## config.mk

```make
export PLATFORM = sky130hd
export DESIGN_NAME = quad_level
export DESIGN_NICKNAME = d
export VERILOG_FILES = /design/src/rtl/quad_level_pkg.sv /design/src/rtl/quad_level_sync_debounce.sv /design/src/rtl/quad_level.sv
export SDC_FILE = /design/constraint.sdc
export NUM_CORES = 1
export LEC_CHECK = 0
export ABC_AREA = 1
export BUFFER_PORTS_ARGS = -buffer_cell sky130_fd_sc_hd__buf_2
export CAP_MARGIN = 20
export CORE_ASPECT_RATIO = 1.2
export CORE_MARGIN = 2
export CORE_UTILIZATION = 40
export DETAILED_ROUTE_END_ITERATION = 7
export PLACE_DENSITY_LB_ADDON = 0.3
export REMOVE_ABC_BUFFERS = 1
export SLEW_MARGIN = 30
export SYNTH_ARGS = -nofsm -noshare
export SYNTH_HDL_FRONTEND = slang
export SYNTH_SLANG_ARGS = --single-unit
```

## constraint.sdc

```tcl
create_clock -name clk -period 2 [get_ports clk]
set_clock_uncertainty 0.15 [all_clocks]
set_input_delay 0 -clock clk [delete_from_list [all_inputs] [get_ports clk]]
set_output_delay 0 -clock clk [all_outputs]
set_load 0.02 [all_outputs]
```

## src/rtl/quad_level_pkg.sv

```systemverilog
// Shared definitions for the quadrature level block: decode encoding,
// detent threshold and the transition classifier.
package quad_level_pkg;

  typedef enum logic [1:0] {
    QD_NONE    = 2'b00,
    QD_UP      = 2'b01,
    QD_DOWN    = 2'b10,
    QD_ILLEGAL = 2'b11
  } qd_t;

  localparam int DETENT = 4;

  // Gray-code walk {a,b}: 00 -> 10 -> 11 -> 01 -> 00 counts up
  function automatic qd_t qd_decode(input logic [1:0] prev, input logic [1:0] cur);
    qd_t result;
    if (cur == prev) begin
      result = QD_NONE;
    end else if ((cur ^ prev) == 2'b11) begin
      result = QD_ILLEGAL;
    end else begin
      case ({prev, cur})
        4'b00_10, 4'b10_11, 4'b11_01, 4'b01_00: result = QD_UP;
        default:                                result = QD_DOWN;
      endcase
    end
    return result;
  endfunction

endpackage

```

## src/rtl/quad_level_sync_debounce.sv

```systemverilog
// Two-flop synchroniser followed by a stable-count debouncer for one
// raw encoder channel.
module sync_debounce #(
  parameter int DEBOUNCE_CYCLES = 1000
) (
  input  logic clk,
  input  logic reset,
  input  logic in,
  output logic out
);

  localparam int CW = $clog2(DEBOUNCE_CYCLES) + 1;
  localparam logic [CW-1:0] CNT_MAX = CW'(DEBOUNCE_CYCLES - 1);

  logic          s1;
  logic          s2;
  logic          deb;
  logic [CW-1:0] cnt;

  // Any return of s2 to the accepted value restarts the stability count
  always_ff @(posedge clk) begin
    if (reset) begin
      s1  <= 1'b0;
      s2  <= 1'b0;
      deb <= 1'b0;
      cnt <= '0;
    end else begin
      s1 <= in;
      s2 <= s1;
      if (s2 == deb) begin
        cnt <= '0;
      end else if (cnt == CNT_MAX) begin
        deb <= s2;
        cnt <= '0;
      end else begin
        cnt <= cnt + 1'b1;
      end
    end
  end

  assign out = deb;

endmodule

```

## src/rtl/quad_level.sv

```systemverilog
// Rotary encoder front end: debounced quadrature decode accumulated into
// whole detents, each stepping a saturating or wrapping level register.
module quad_level
  import quad_level_pkg::*;
#(
  parameter int WIDTH           = 8,
  parameter int DEBOUNCE_CYCLES = 1000,
  parameter int STEP            = 1,
  parameter int WRAP            = 0,
  parameter int RESET_LEVEL     = 0
) (
  input  logic             clk,
  input  logic             reset,
  input  logic             enc_a,
  input  logic             enc_b,
  output logic [WIDTH-1:0] level,
  output logic             changed
);

  localparam logic [WIDTH:0]        STEP_X    = (WIDTH + 1)'(STEP);
  localparam logic [WIDTH-1:0]      MAX_LEVEL = '1;
  localparam logic signed [2:0]     SUB_HI    = 3'(DETENT - 1);
  localparam logic signed [2:0]     SUB_LO    = -SUB_HI;

  logic                  deb_a;
  logic                  deb_b;
  logic [1:0]            cur;
  logic [1:0]            prev;
  qd_t                   qd;
  logic signed [2:0]     sub;
  logic signed [2:0]     sub_next;
  logic                  step_up;
  logic                  step_dn;
  logic [WIDTH:0]        sum;
  logic [WIDTH:0]        diff;
  logic [WIDTH-1:0]      level_next;

  sync_debounce #(.DEBOUNCE_CYCLES(DEBOUNCE_CYCLES)) u_deb_a (
    .clk   (clk),
    .reset (reset),
    .in    (enc_a),
    .out   (deb_a)
  );

  sync_debounce #(.DEBOUNCE_CYCLES(DEBOUNCE_CYCLES)) u_deb_b (
    .clk   (clk),
    .reset (reset),
    .in    (enc_b),
    .out   (deb_b)
  );

  assign cur = {deb_a, deb_b};

  // Quarter steps accumulate in sub; the fourth quarter in one direction is a detent
  always_comb begin
    qd       = qd_decode(prev, cur);
    sub_next = sub;
    step_up  = 1'b0;
    step_dn  = 1'b0;
    case (qd)
      QD_UP: begin
        if (sub == SUB_HI) begin
          sub_next = '0;
          step_up  = 1'b1;
        end else begin
          sub_next = sub + 3'sd1;
        end
      end
      QD_DOWN: begin
        if (sub == SUB_LO) begin
          sub_next = '0;
          step_dn  = 1'b1;
        end else begin
          sub_next = sub - 3'sd1;
        end
      end
      QD_ILLEGAL: sub_next = '0;
      default:    sub_next = sub;
    endcase
  end

  // The extra top bit of sum/diff flags overflow or borrow
  always_comb begin
    sum        = {1'b0, level} + STEP_X;
    diff       = {1'b0, level} - STEP_X;
    level_next = level;
    if (step_up) begin
      if (sum[WIDTH]) level_next = (WRAP != 0) ? sum[WIDTH-1:0] : MAX_LEVEL;
      else            level_next = sum[WIDTH-1:0];
    end else if (step_dn) begin
      if (diff[WIDTH]) level_next = (WRAP != 0) ? diff[WIDTH-1:0] : '0;
      else             level_next = diff[WIDTH-1:0];
    end
  end

  always_ff @(posedge clk) begin
    if (reset) begin
      prev    <= 2'b00;
      sub     <= '0;
      level   <= WIDTH'(RESET_LEVEL);
      changed <= 1'b0;
    end else begin
      prev    <= cur;
      sub     <= sub_next;
      level   <= level_next;
      changed <= (level_next != level);
    end
  end

endmodule

```

# --- After elaboration in Yosys (flattened, before gate mapping) ---
# Index checks and enable logic that the tools add are counted.
word_totals:
  output_inout_bits: 9
  input_bits: 4
  reg_bits: 42
classes:
  addsub: 6
  n_mux: 14
  bitwise_logic: 3
  n_eq_ne: 16
  reduce_logical: 6
ops:
  columns: ["op", "count"]
  rows:
  - ["$mux W8", 4]
  - ["$add A11 B1 Y11 const B", 2]
  - ["$eq A11 B10 Y1 const B", 2]
  - ["$add A8 B1 Y9 const B", 1]
  - ["$pmux W3 S3", 1]
  - ["$sub A8 B1 Y9 const B", 1]
  - ["$eq A4 B4 Y1 const B", 2]
  - ["$ne A8 B8 Y1", 1]
  - ["$eq A2 B2 Y1 const B", 3]
  - ["$eq A3 B3 Y1 const B", 2]
  - ["$mux W2", 3]
  - ["$mux W3", 2]
  - ["$reduce_or A3 Y1", 2]
  - ["$eq A4 B2 Y1 const B", 1]
  - ["$eq A4 B3 Y1 const B", 1]
  - ["$mux W1", 4]
  - ["$reduce_and A2 Y1", 2]
  - ["$reduce_or A4 Y1", 1]
  - ["$add A3 B2 Y3 const B", 1]
  - ["$reduce_bool A3 Y1", 1]
  - ["$sub A3 B2 Y3 const B", 1]
  - ["$eq A1 B1 Y1", 2]
  - ["$eq A2 B1 Y1 const B", 1]
  - ["$eq A2 B2 Y1", 1]
  - ["other kinds (2)", 3]

# --- Depth between registers and ports, before layout ---
# Gate-level depths: netlist (run 1).
depth:
  word_depth: 10
  depth_mapped: 12

# --- Modules after synthesis ---
# From an unflattened synthesis (run 1), not the netlist that was laid out.
hier_totals:
  cells_unflattened: 335
  hier_area_um2: 2354.8
by_module_without_submodules:
  columns: ["module", "area_per_inst_um2", "instances", "cells_each", "seq_area_each_um2"]
  rows:
  - ["sync_debounce", 621.8, 2, 81, 280.3]
  - ["quad_level", 1111.1, 1, 173, 280.3]

# --- Worst setup path after synthesis (run 1) ---
# OpenSTA, ideal clock, no wires.
synth_timing:
  path_kind: "reg2reg"
  start: "reg level[1]"
  end: "reg changed"
  path_buffers: 0
  arrival_ps: 1487
  path_stages_with_launch: 11
  path_slack_ps: 233
  setup_ps: 130
  cell_sequence: "dfxtp_1 > ha_1 > nand3_1 > nor2_1 > nand2_1 > inv_1 > o21ai_2 > nand2_1 > nand2_1 > nand2_1 > a21oi_2"
synth_between:
  elab_chain_len: 5
  elab_cells_between_ends: 7
synth_lines:
  columns: ["element", "line_no", "source"]
  rows:
  - ["from (decl)", "quad_level.sv:16", "output logic [WIDTH-1:0] level,"]
  - ["from (signal assigned)", "quad_level.sv:100", "level <= WIDTH'(RESET_LEVEL);"]
  - ["from (signal assigned)", "quad_level.sv:105", "level <= level_next;"]
  - ["$sub A8 B1 Y9", "quad_level.sv:85", "diff = {1'b0, level} - STEP_X;"]
  - ["$mux W8", "quad_level.sv:91", "if (diff[WIDTH]) level_next = (WRAP != 0) ? diff[WIDTH-1:0] : '0;"]
  - ["$mux W8", "quad_level.sv:90", "end else if (step_dn) begin"]
  - ["$mux W8", "quad_level.sv:87", "if (step_up) begin"]
  - ["$ne A8 B8 Y1 *", "quad_level.sv:106", "changed <= (level_next != level);"]
  - ["to (signal assigned)", "quad_level.sv:106", null]
  - ["to (decl)", "quad_level.sv:17", "output logic changed"]
# Mark *: on every way between the ends. The rest lies on a longest branch, timed or not.
# A chain may end at the register's enable or synchronous reset.

# --- Worst setup path after layout (run 1) ---
layout_timing:
  start: "reg u_deb_a.cnt[0]"
  end: "reg u_deb_a.cnt[10]"
layout_between:
  elab_chain_len: 2
  elab_cells_between_ends: 3
layout_lines:
  columns: ["element", "line_no", "source"]
  rows:
  - ["from (decl)", "quad_level_sync_debounce.sv:18", "logic [CW-1:0] cnt;"]
  - ["from (signal assigned)", "quad_level_sync_debounce.sv:36", "cnt <= cnt + 1'b1;"]
  - ["parallel branches: the longest is 2 deep, another holds $add A11 B1 Y11", null, null]
# Parallel ways; which one is timed is not known.

==> results of run 1 <==
state kept, by name (all words and copies together) (netlist names):
signal / flops
u_deb_a.s2: 1
level: 8
u_deb_b.out: 1
prev: 2
sub: 3
u_deb_a.cnt: 11
u_deb_b.cnt: 11
u_deb_b.s2: 1
u_deb_b.s1: 1
u_deb_a.s1: 1
u_deb_a.out: 1
changed: 1
cell type report:
type | count | area, um2 | share of cell area, %
Multi-Input combinational cell | 222 | 1170 | 46.4
Sequential cell | 42 | 845 | 33.5
Inverter | 47 | 176 | 6.99
Timing Repair Buffer | 24 | 163 | 6.45
Clock buffer | 7 | 86.3 | 3.42
Tap cell | 62 | 77.6 | 3.08
Clock inverter | 1 | 5.00 | 0.198
power groups by stage:
stage	clock network, mW	registers [mW]	logic, mW
after global placement	0	0.862	0.0222
after detailed placement	0	0.862	0.0225
after floorplan	0	0.862	0.00949
after global routing	0.625	0.844	0.0336
final	0.559	0.843	0.0293
after CTS	0.591	0.843	0.0297
worst reg2reg max path: stages, from the launching register on:
cell,delay (ps)
dfxtp_1,350
ha_1,200
nand2_1,100
nor3_2,220
nand3_1,140
or2_0,240
or2_0,210
a21oi_1,110
kinds of logic (layout without fill, tap and decap cells):
logic type | count (synthesis) | in the layout
compound gates | 43 | 43
xor+xnor | 14 | 14
fa+ha+maj | 7 | 7
buf+inv | 50 | 79
flops | 42 | 42
simple gates | 158 | 158
placed cells by master (no fill, tap or decap), types with 8 or more instances in the layout:
cell	synthesis	routed
nor2_1	43	42
a21oi_1	21	21
dfxtp_1	42	39
nor3_1	8	8
xor2_1	10	10
nand3_1	28	27
buf_2	0	12
inv_1	45	45
o21ai_0	13	13
nand2_1	60	60
stage by stage:
step           power [mW]  instances  hold slack (ps)  setup WS [ps]  utilization [%]
3_5_place_dp        0.885        391             68.9            160             44.6
2_1_floorplan       0.871        311            -87.6            250                -
6_report             1.43        405              255            220             47.6
4_1_cts              1.46        404              258            148             47.3
3_3_place_gp        0.884        391             64.3            169             44.6
5_1_grt              1.50        405              290           9.47             47.6
worst max path at each step:
stage | end | start | cells after the start
finish | u_deb_a.cnt[10] | u_deb_a.cnt[0] | 7
global route | u_deb_a.cnt[1] | u_deb_a.cnt[0] | 5
CTS | changed | level[1] | 10
detailed placement | changed | level[1] | 10
global placement | changed | level[1] | 10
floorplan | changed | level[1] | 10
repair_timing:
item / in CTS / in global routing
setup buffers: 0 / 1
setup endpoints to repair: 0 / 1
hold buffers: 5 / 0
hold endpoints to repair: 17 / 0
resized for setup: 0 / 5
per-layer routing:
| layer | share of wire [%] | wire, um |
|---|---|---|
| met1 | 46 | 1950 |
| met2 | 49 | 2060 |
| met3 | 3.2 | 137 |
| met4 | 1.7 | 73 |
| met5 | 0 | 0 |
==> reports/results.txt, run 1 <==
Mapped Cells: 314
f_max: 562 MHz
TNS Setup: 0 ps
core area: 5300 um2
routing usage on met2: 25.8%
# clock sinks: 42
share of cells above drive strength 1: 13.1%
CP peak stage delay: 350 ps
initial antenna violation count: 0
pin count of the biggest net entering global routing: 22
Pre-Repair DR Iteration Count: 5
Mapped Area: 2190 um2
Slowest cell on crit path: dfxtp_1
hold crit path type: reg -> reg
delay-heaviest family, CP: simple AND/OR/NAND/NOR gates
area grow syn2layout: 14.9%
ys flop type: dfxtp_1
hold_sp: u_deb_b.s1
Ant. Diodes: 0
FF-to-FF path depth: 7
P_leak: 1.08 nW
Synth top area share: 38.3%
die width: 71.6 um
Final ANT Viol Nets: 0
CTS tree: yes
row cnt: 29
HPWL Detailed: 3060 um
Vias: 1,996
fin crit period: 1780 ps
post-synthesis mux area share: 0%
Die Y: 85.1 um
H-Tree Depth: 2
PwrDens: 567 nW/um2
met1 Use GR: 18.6%
largest family of logic cells by synthesized area: simple AND/OR/NAND/NOR gates
switching pwr: 0.299 mW
drt first-iter violations: 119
GR peak layer: met2
status: finished, final reports clean
GR Util met3: 3.68%
register bit total from synthesis: 42
fillers: 536
clock network power share: 39.1%
Synth Area in Compound Gates: 10.7%
worst hold endpoint: u_deb_b.s2
slew at the pin with the worst max-slew slack: 449 ps
max_slew headroom: 70.0%
Sw Ratio: 20.9%
Area after DPL: 2360 um2
die footprint: 6100 um2
most numerous cell in the Yosys netlist: nand2_1
GRT overflow: 0
Int Power: 1.13 mW
RSZ-0062 raised after global routing: no
synth cell count leaders: nand2_1, inv_1, nor2_1
sequential share of power: 58.9%
CTS max path bufs: 2
Reg clk slew, reported paths: 80 ps
hold depth: 2
Root Buffer: clkbuf_8
GP Congestion: 0.837
max-cap viol count: 0
adder-cell share of the synthesized area: 3.99%
CP endpoint kind: register
vias in the first global route: 1,874
CP Launch Type: register
final setup vio count: 0
CP arrival: 1850 ps
Final Hold Violating Endpoints: 0
# nets final: 353
Final Cell Area: 2520 um2
Avg Inst Size Synth: 6.99 um2
total wire length: 4220 um
Post-Synth Simple-Gate Area: 32.7%
YS warnings: 0
Remaining DRCs: 0
I/O pin total: 13
Synth area leader: dfxtp_1
first-pass GRT wire length: 7660 um
FF-to-FF End: u_deb_a.cnt[10]
maximum vdd drop: 0.000362 V
GRT Util Overall: 15.4%
Critical Path Fanout Max: 3
CP dominant cell by count: or2_0
crit-path cells: ha_1, nand2_1, nor3_2, nand3_1, or2_0, or2_0, a21oi_1
Worst-Skew Late Latency: 290 ps
power share of the combinational group: 2.0%
Cell variety after synth: 32
CP required: 2070 ps
IO Port Bufs: 12
Buffers & Inverters on Critical Path: 0
XOR/XNOR Fraction of Synth Area: 5.59%
Seq/Total Area, Yosys: 38.3%
worst setup path class: reg -> reg
DR vias/cell: 4.93
WL/cell: 10.4 um
Slew Limit Fails: 0
reg2reg start: u_deb_a.cnt[0]
async set-or-reset flop fraction in the synthesized netlist: 0%
cts bufs inserted: 5
number of enable flip-flop cells after synthesis: 0
flop-to-flop setup slack: 220 ps
period utilization: 89.0%
initial core utilization: 41.4%
synth top area cells: dfxtp_1, nand2_1, inv_1
No activity file was read; power rests on OpenSTA's default activity.
==> inputs of run 2 (changes only) <==
--- a/config.mk
+++ b/config.mk
@@ -5,8 +5,7 @@
 export SDC_FILE = /design/constraint.sdc
 export NUM_CORES = 1
 export LEC_CHECK = 0
-export ABC_AREA = 1
-export BUFFER_PORTS_ARGS = -buffer_cell sky130_fd_sc_hd__buf_2
+export BUFFER_PORTS_ARGS = -buffer_cell sky130_fd_sc_hd__clkbuf_2
 export CAP_MARGIN = 20
 export CORE_ASPECT_RATIO = 1.2
 export CORE_MARGIN = 2
==> reports/results.txt, run 2 <==
Remaining DRCs: 0 (unchanged)
Mapped Area: 2260 um2 (+3.0%)
XOR/XNOR Fraction of Synth Area: 9.25% (+3.7 points)
Ant. Diodes: 0 (unchanged)
DR vias/cell: 5.22 (+6.0%)
largest family of logic cells by synthesized area: simple AND/OR/NAND/NOR gates
CTS max path bufs: 2 (unchanged)
hold_sp: u_deb_b.s1
hold crit path type: reg -> reg
Synth Area in Compound Gates: 13.6% (+2.8 points)
flop-to-flop setup slack: -90 ps (-310 ps)
CP arrival: 2160 ps (+310 ps)
Mapped Cells: 273 (-13%)
Avg Inst Size Synth: 8.28 um2 (+18%)
ys flop type: dfxtp_1
most frequent cells in the layout: nor2_1, dfxtp_1, buf_4, nand2_1, a21oi_1
FF-to-FF End: level[6]
area grow syn2layout: 24.6%
register bit total from synthesis: 42 (unchanged)
max_slew headroom: 78.1% (+8.2 points)
Reg clk slew, reported paths: 80 ps (about the same)
GRT overflow: 0 (unchanged)
Synth top area share: 37.2% (-1.1 points)
RSZ-0062 raised after global routing: yes
H-Tree Depth: 2 (unchanged)
Area after DPL: 2550 um2 (+8.0%)
post-synthesis mux area share: 4.10% (+4.1 points)
Post-Synth Simple-Gate Area: 27.2% (-5.4 points)
Final Hold Violating Endpoints: 0 (unchanged)
YS warnings: 0 (unchanged)
CTS tree: yes
total wire length: 4970 um (+18%)
reg2reg start: level[0]
die footprint: 6270 um2 (+2.8%)
Pre-Repair DR Iteration Count: 4 (-1)
PwrDens: 549 nW/um2 (-3.2%)
Slew Limit Fails: 0 (unchanged)
# clock sinks: 42 (unchanged)
I/O pin total: 13 (unchanged)
synth cell count leaders: dfxtp_1, nor2_1, nand2_1
CP endpoint kind: register
CP required: 2070 ps (about the same)
adder-cell share of the synthesized area: 3.88% (-0.11 points)
end of the critical path: level[6]
Synth area leader: dfxtp_1
multi-input logic area: 1380 um2 (+18%)
Root Buffer: clkbuf_8
violated checks: setup timing
P_leak: 1.05 nW (-2.8%)
status: finished, violations left
die width: 72.6 um (+1.4%)
period utilization: 105% (+16 points)
fillers: 537 (+0.19%)
Worst-Skew Late Latency: 290 ps (about the same)
FF-to-FF path depth: 7 (unchanged)
synth top area cells: dfxtp_1, nor2_1, xor2_1
pin count of the biggest net entering global routing: 21 (-4.5%)
Final ANT Viol Nets: 0 (unchanged)
Cell variety after synth: 53 (+66%)
initial antenna violation count: 0 (unchanged)
top flop regs: u_deb_a.cnt (11), u_deb_b.cnt (11), level (8)
Seq/Total Area, Yosys: 37.2% (-1.1 points)
final setup vio count: 5 (+5)
vias in the first global route: 1,923 (+2.6%)
HPWL Detailed: 3530 um (+15%)
worst setup path class: reg -> reg
CP Launch Type: register
Seq. cell area: 843 um2 (-0.15%)
drt first-iter violations: 114 (-4.2%)
Final Cell Area: 2820 um2 (+12%)
Critical Path Fanout Max: 2 (-1)
TNS Setup: -155 ps (-155 ps)
maximum vdd drop: 0.000424 V (+17%)
origin of the worst setup path: level[0]
initial core utilization: 40.7% (-0.75 points)
fin crit period: 2090 ps (+311 ps)
Placement Setup Slack: -187 ps (-347 ps)
Final Power: 1.55 mW (+8.1%)
cts bufs inserted: 5 (unchanged)
GRT Util Overall: 16.6% (+1.2 points)
f_max: 478 MHz (-15%)
Die Y: 86.3 um (+1.4%)
async set-or-reset flop fraction in the synthesized netlist: 0% (unchanged)
Vias: 1,995 (-0.050%)
row cnt: 30 (+3.4%)
# nets final: 328 (-7.1%)
share of cells above drive strength 1: 24.2% (+11 points)
GP Congestion: 0.833 (-0.50%)
number of enable flip-flop cells after synthesis: 0 (unchanged)
slew at the pin with the worst max-slew slack: 325 ps (-124 ps)
Final WS setup: -90.8 ps (-311 ps)
IO Port Bufs: 12 (unchanged)
core area: 5560 um2 (+4.9%)
first-pass GRT wire length: 8270 um (+7.9%)
WL/cell: 13.0 um (+25%)
hold slack: 296 ps (+41.5 ps)
max-cap viol count: 0 (unchanged)
-- run 2: worst min path at each step --
stage,end,slack [ps],cells past startpoint
floorplan,level[0],-80,1
global placement,u_deb_a.s1,100,2
detailed placement,u_deb_a.s1,100,2
CTS,u_deb_a.cnt[0],300,1
global route,u_deb_b.s2,310,1
finish,u_deb_b.s2,300,1
-- run 2: layout make-up --
class | count | share of cell area, %
multi-input combinational | 206 | 48.8
inverter | 11 | 1.47
clock inverter | 2 | 1.33
sequential | 42 | 29.9
tap | 64 | 2.84
clock buffer | 6 | 2.58
timing repair buffer | 51 | 13.0
-- run 2: critical path, stage by stage, from the launching register on --
cell      delay [ps]
dfxtp_2          330
inv_2             70
ha_4             120
or4b_4           470
buf_4            160
or4_1            400
and3b_1          190
a211oi_2         130
-- run 2: logic make-up (layout without fill, tap and decap cells) --
group,after synthesis,in the layout
adders and majority gates,7,7
buffers and inverters,25,70
muxes,9,9
and+or+nand+nor,120,120
AOI/OAI and AO/OA,47,47
DFF,42,42
xor gates and xnor gates,23,23
-- run 2: metrics by stage --
step	instances	utilization, %
final	382	50.7
after global routing	382	50.7
after CTS	381	50.1
after detailed placement	364	45.9
after global placement	364	45.9
after floorplan	259	-
-- run 2: where the power goes --
| part | internal, mW | total [mW] | switching, mW |
|---|---|---|---|
| sequential | 0.840 | 0.842 | 0.00219 |
| clock | 0.373 | 0.674 | 0.301 |
| combinational | 0.0142 | 0.0309 | 0.0167 |
-- run 2: routing by layer --
metal  GRT usage [%]  part of all wire [%]
met1            19.2                    44
met2            29.2                    51
met3            4.07                   3.1
met4            6.40                   1.4
met5               0                     0
-- run 2: repair_timing --
action | in CTS | in global routing
setup buffers | 5 | 1
hold buffers | 4 | 0
endpoints found under the setup margin | 8 | 9
endpoints found under the hold margin | 13 | 0
resized for setup | 14 | 7
pin swaps | 12 | 6
==> inputs of run 3 (changes only) <==
==> constraint.sdc (replaced) <==
create_clock -name clk -period 2.4 [get_ports clk]
set_clock_uncertainty 0.15 [all_clocks]
set_input_delay 0 -clock clk [delete_from_list [all_inputs] [get_ports clk]]
set_output_delay 0 -clock clk [all_outputs]
set_load 0.02 [all_outputs]
==> reports/results.txt, run 3 (synthesis results as in run 2) <==
status: finished, final reports clean
clock network power share: 48.0% (+4.4 points)
Final WS setup: 73.0 ps (+164 ps)
switching pwr: 0.266 mW (-17%)
initial core utilization: 40.7% (unchanged)
Placement Setup Slack: 108 ps (+294 ps)
slew at the pin with the worst max-slew slack: 522 ps (+197 ps)
Final Cell Area: 2600 um2 (-7.7%)
hold crit path type: in -> reg
hold_sp: reset
GP Congestion: 0.896 (+7.6%)
Final Hold Violating Endpoints: 0 (unchanged)
P_leak: 0.939 nW (-11%)
DR vias/cell: 5.31 (+1.6%)
Final Power: 1.39 mW (-10%)
final setup vio count: 0 (-5)
Worst-Skew Late Latency: 290 ps (about the same)
Slowest cell on crit path: or4b_4
power share of the combinational group: 1.5% (-0.5 points)
HPWL Detailed: 3210 um (-8.9%)
dpl cells: 347 (-4.7%)
first-pass GRT wire length: 7560 um (-8.6%)
I/O pin total: 13 (unchanged)
Sw Ratio: 19.1% (-1.6 points)
end of the critical path: changed
GRT overflow: 0 (unchanged)
row cnt: 30 (unchanged)
worst setup path class: reg -> reg
fillers: 548 (+2.0%)
PwrDens: 535 nW/um2 (-2.6%)
most frequent cells in the layout: nor2_1, dfxtp_1, nand2_1, a21oi_1, buf_4
CP endpoint kind: register
vias in the first global route: 1,767 (-8.1%)
crit-path cells: inv_1, ha_1, or4b_4, nor4_4, mux2i_1, a2bb2oi_1, o221ai_1
WL/cell: 12.2 um (-6.4%)
Remaining DRCs: 0 (unchanged)
share of cells above drive strength 1: 14.6% (-9.6 points)
core area: 5560 um2 (unchanged)
# clock sinks: 42 (unchanged)
hold slack: 27.7 ps (-269 ps)
max_slew headroom: 64.7% (-13 points)
die width: 72.6 um (unchanged)
Final ANT Viol Nets: 0 (unchanged)
IO Port Bufs: 12 (unchanged)
CP Launch Type: register
drt first-iter violations: 106 (-7.0%)
cts bufs inserted: 5 (unchanged)
routing usage on met2: 25.2% (-4.0 points)
multi-input logic area: 1320 um2 (-4.4%)
reg2reg start: level[0]
GR peak layer: met2
GRT Util Overall: 15.0% (-1.7 points)
Pre-Repair DR Iteration Count: 5 (+1)
total wire length: 4370 um (-12%)
FF-to-FF End: changed
CP peak stage delay: 500 ps (+30 ps)
Int Power: 1.13 mW (-8.3%)
# nets final: 305 (-7.0%)
Ant. Diodes: 0 (unchanged)
final cell count without fillers: 359 (-6.0%)
CP arrival: 2340 ps (+180 ps)
origin of the worst setup path: level[0]
CP required: 2410 ps (+340 ps)
fin crit period: 2330 ps (+236 ps)
Reg clk slew, reported paths: 80 ps (about the same)
Slew Limit Fails: 0 (unchanged)
FF-to-FF path depth: 7 (unchanged)
f_max: 430 MHz (-10%)
Area after DPL: 2420 um2 (-5.0%)
pin count of the biggest net entering global routing: 22 (+4.8%)
maximum vdd drop: 0.000374 V (-12%)
CTS tree: yes
Critical Path Fanout Max: 5 (+3)
sequential share of power: 50.4% (-4.0 points)
max-cap viol count: 0 (unchanged)
top flop regs: u_deb_a.cnt (11), u_deb_b.cnt (11), level (8)
Root Buffer: clkbuf_8
TNS Setup: 0 ps (+155 ps)
period utilization: 97.0% (-7.6 points)
GR Util met3: 3.95% (-0.12 points)
die footprint: 6270 um2 (unchanged)
Die Y: 86.3 um (unchanged)
met1 Use GR: 18.2% (-1.0 points)
CTS max path bufs: 2 (unchanged)
H-Tree Depth: 2 (unchanged)
initial antenna violation count: 0 (unchanged)
fin util: 46.8% (-3.9 points)
Seq. cell area: 841 um2 (-0.30%)
area grow syn2layout: 15.1%
flop-to-flop setup slack: 70 ps (+160 ps)
Vias: 1,905 (-4.5%)
run 3: cell count changes in the layout (fill, tap and decap cells not counted), sizes merged:
| cell | previous run | this run |
|---|---|---|
| clkbuf | 18 | 17 |
| clkinv | 0 | 1 |
| bufinv | 1 | 2 |
| clkinvlp | 1 | 0 |
| dlygate4sd3 | 4 | 2 |
| buf | 35 | 14 |
run 3: worst min path at each step:
stage             endpoint  slack [ps]  cells past startpoint
3_5_place_dp    u_deb_b.s1         100                      2
3_3_place_gp    u_deb_b.s1         100                      2
4_1_cts        u_deb_b.out          20                      2
2_1_floorplan     level[0]         -80                      1
6_report          level[4]          30                      2
5_1_grt           level[4]          80                      2
run 3: cell type report:
class	count	share of cell area (%)
multi-input combinational	206	50.6
sequential	42	32.3
timing repair buffer	28	7.12
tap	64	3.08
clock buffer	5	2.65
clock inverter	3	2.65
inverter	11	1.59
run 3: repair_timing:
item,in CTS,in global routing
hold endpoints to repair,2,0
buffers inserted,0,2
resized for setup,0,1
hold buffers,2,0
setup endpoints to repair,0,2
run 3: power groups by stage:
stage               registers (mW)  logic [mW]  clock network [mW]
floorplan                    0.718     0.00893                   0
global placement             0.718      0.0192                   0
detailed placement           0.719      0.0190                   0
CTS                          0.702      0.0217               0.693
global route                 0.703      0.0241               0.716
finish                       0.702      0.0210               0.669
run 3: worst max-delay path, delay by kind of cell, from the launching register on:
| kind | cells | cell delay [ps] |
|---|---|---|
| AOI/OAI and AO/OA | 2 | 310 |
| and+or+nand+nor | 2 | 860 |
| DFF | 1 | 320 |
| muxes | 1 | 230 |
| adders and majority gates | 1 | 230 |
| buffers and inverters | 1 | 90 |
run 3: routing by layer:
metal | vias up | routed length [um]
met1 | 877 | 2040
met4 | 0 | 57
met3 | 6 | 151
met2 | 28 | 2120
li1 | 994 | -
met5 | - | 0
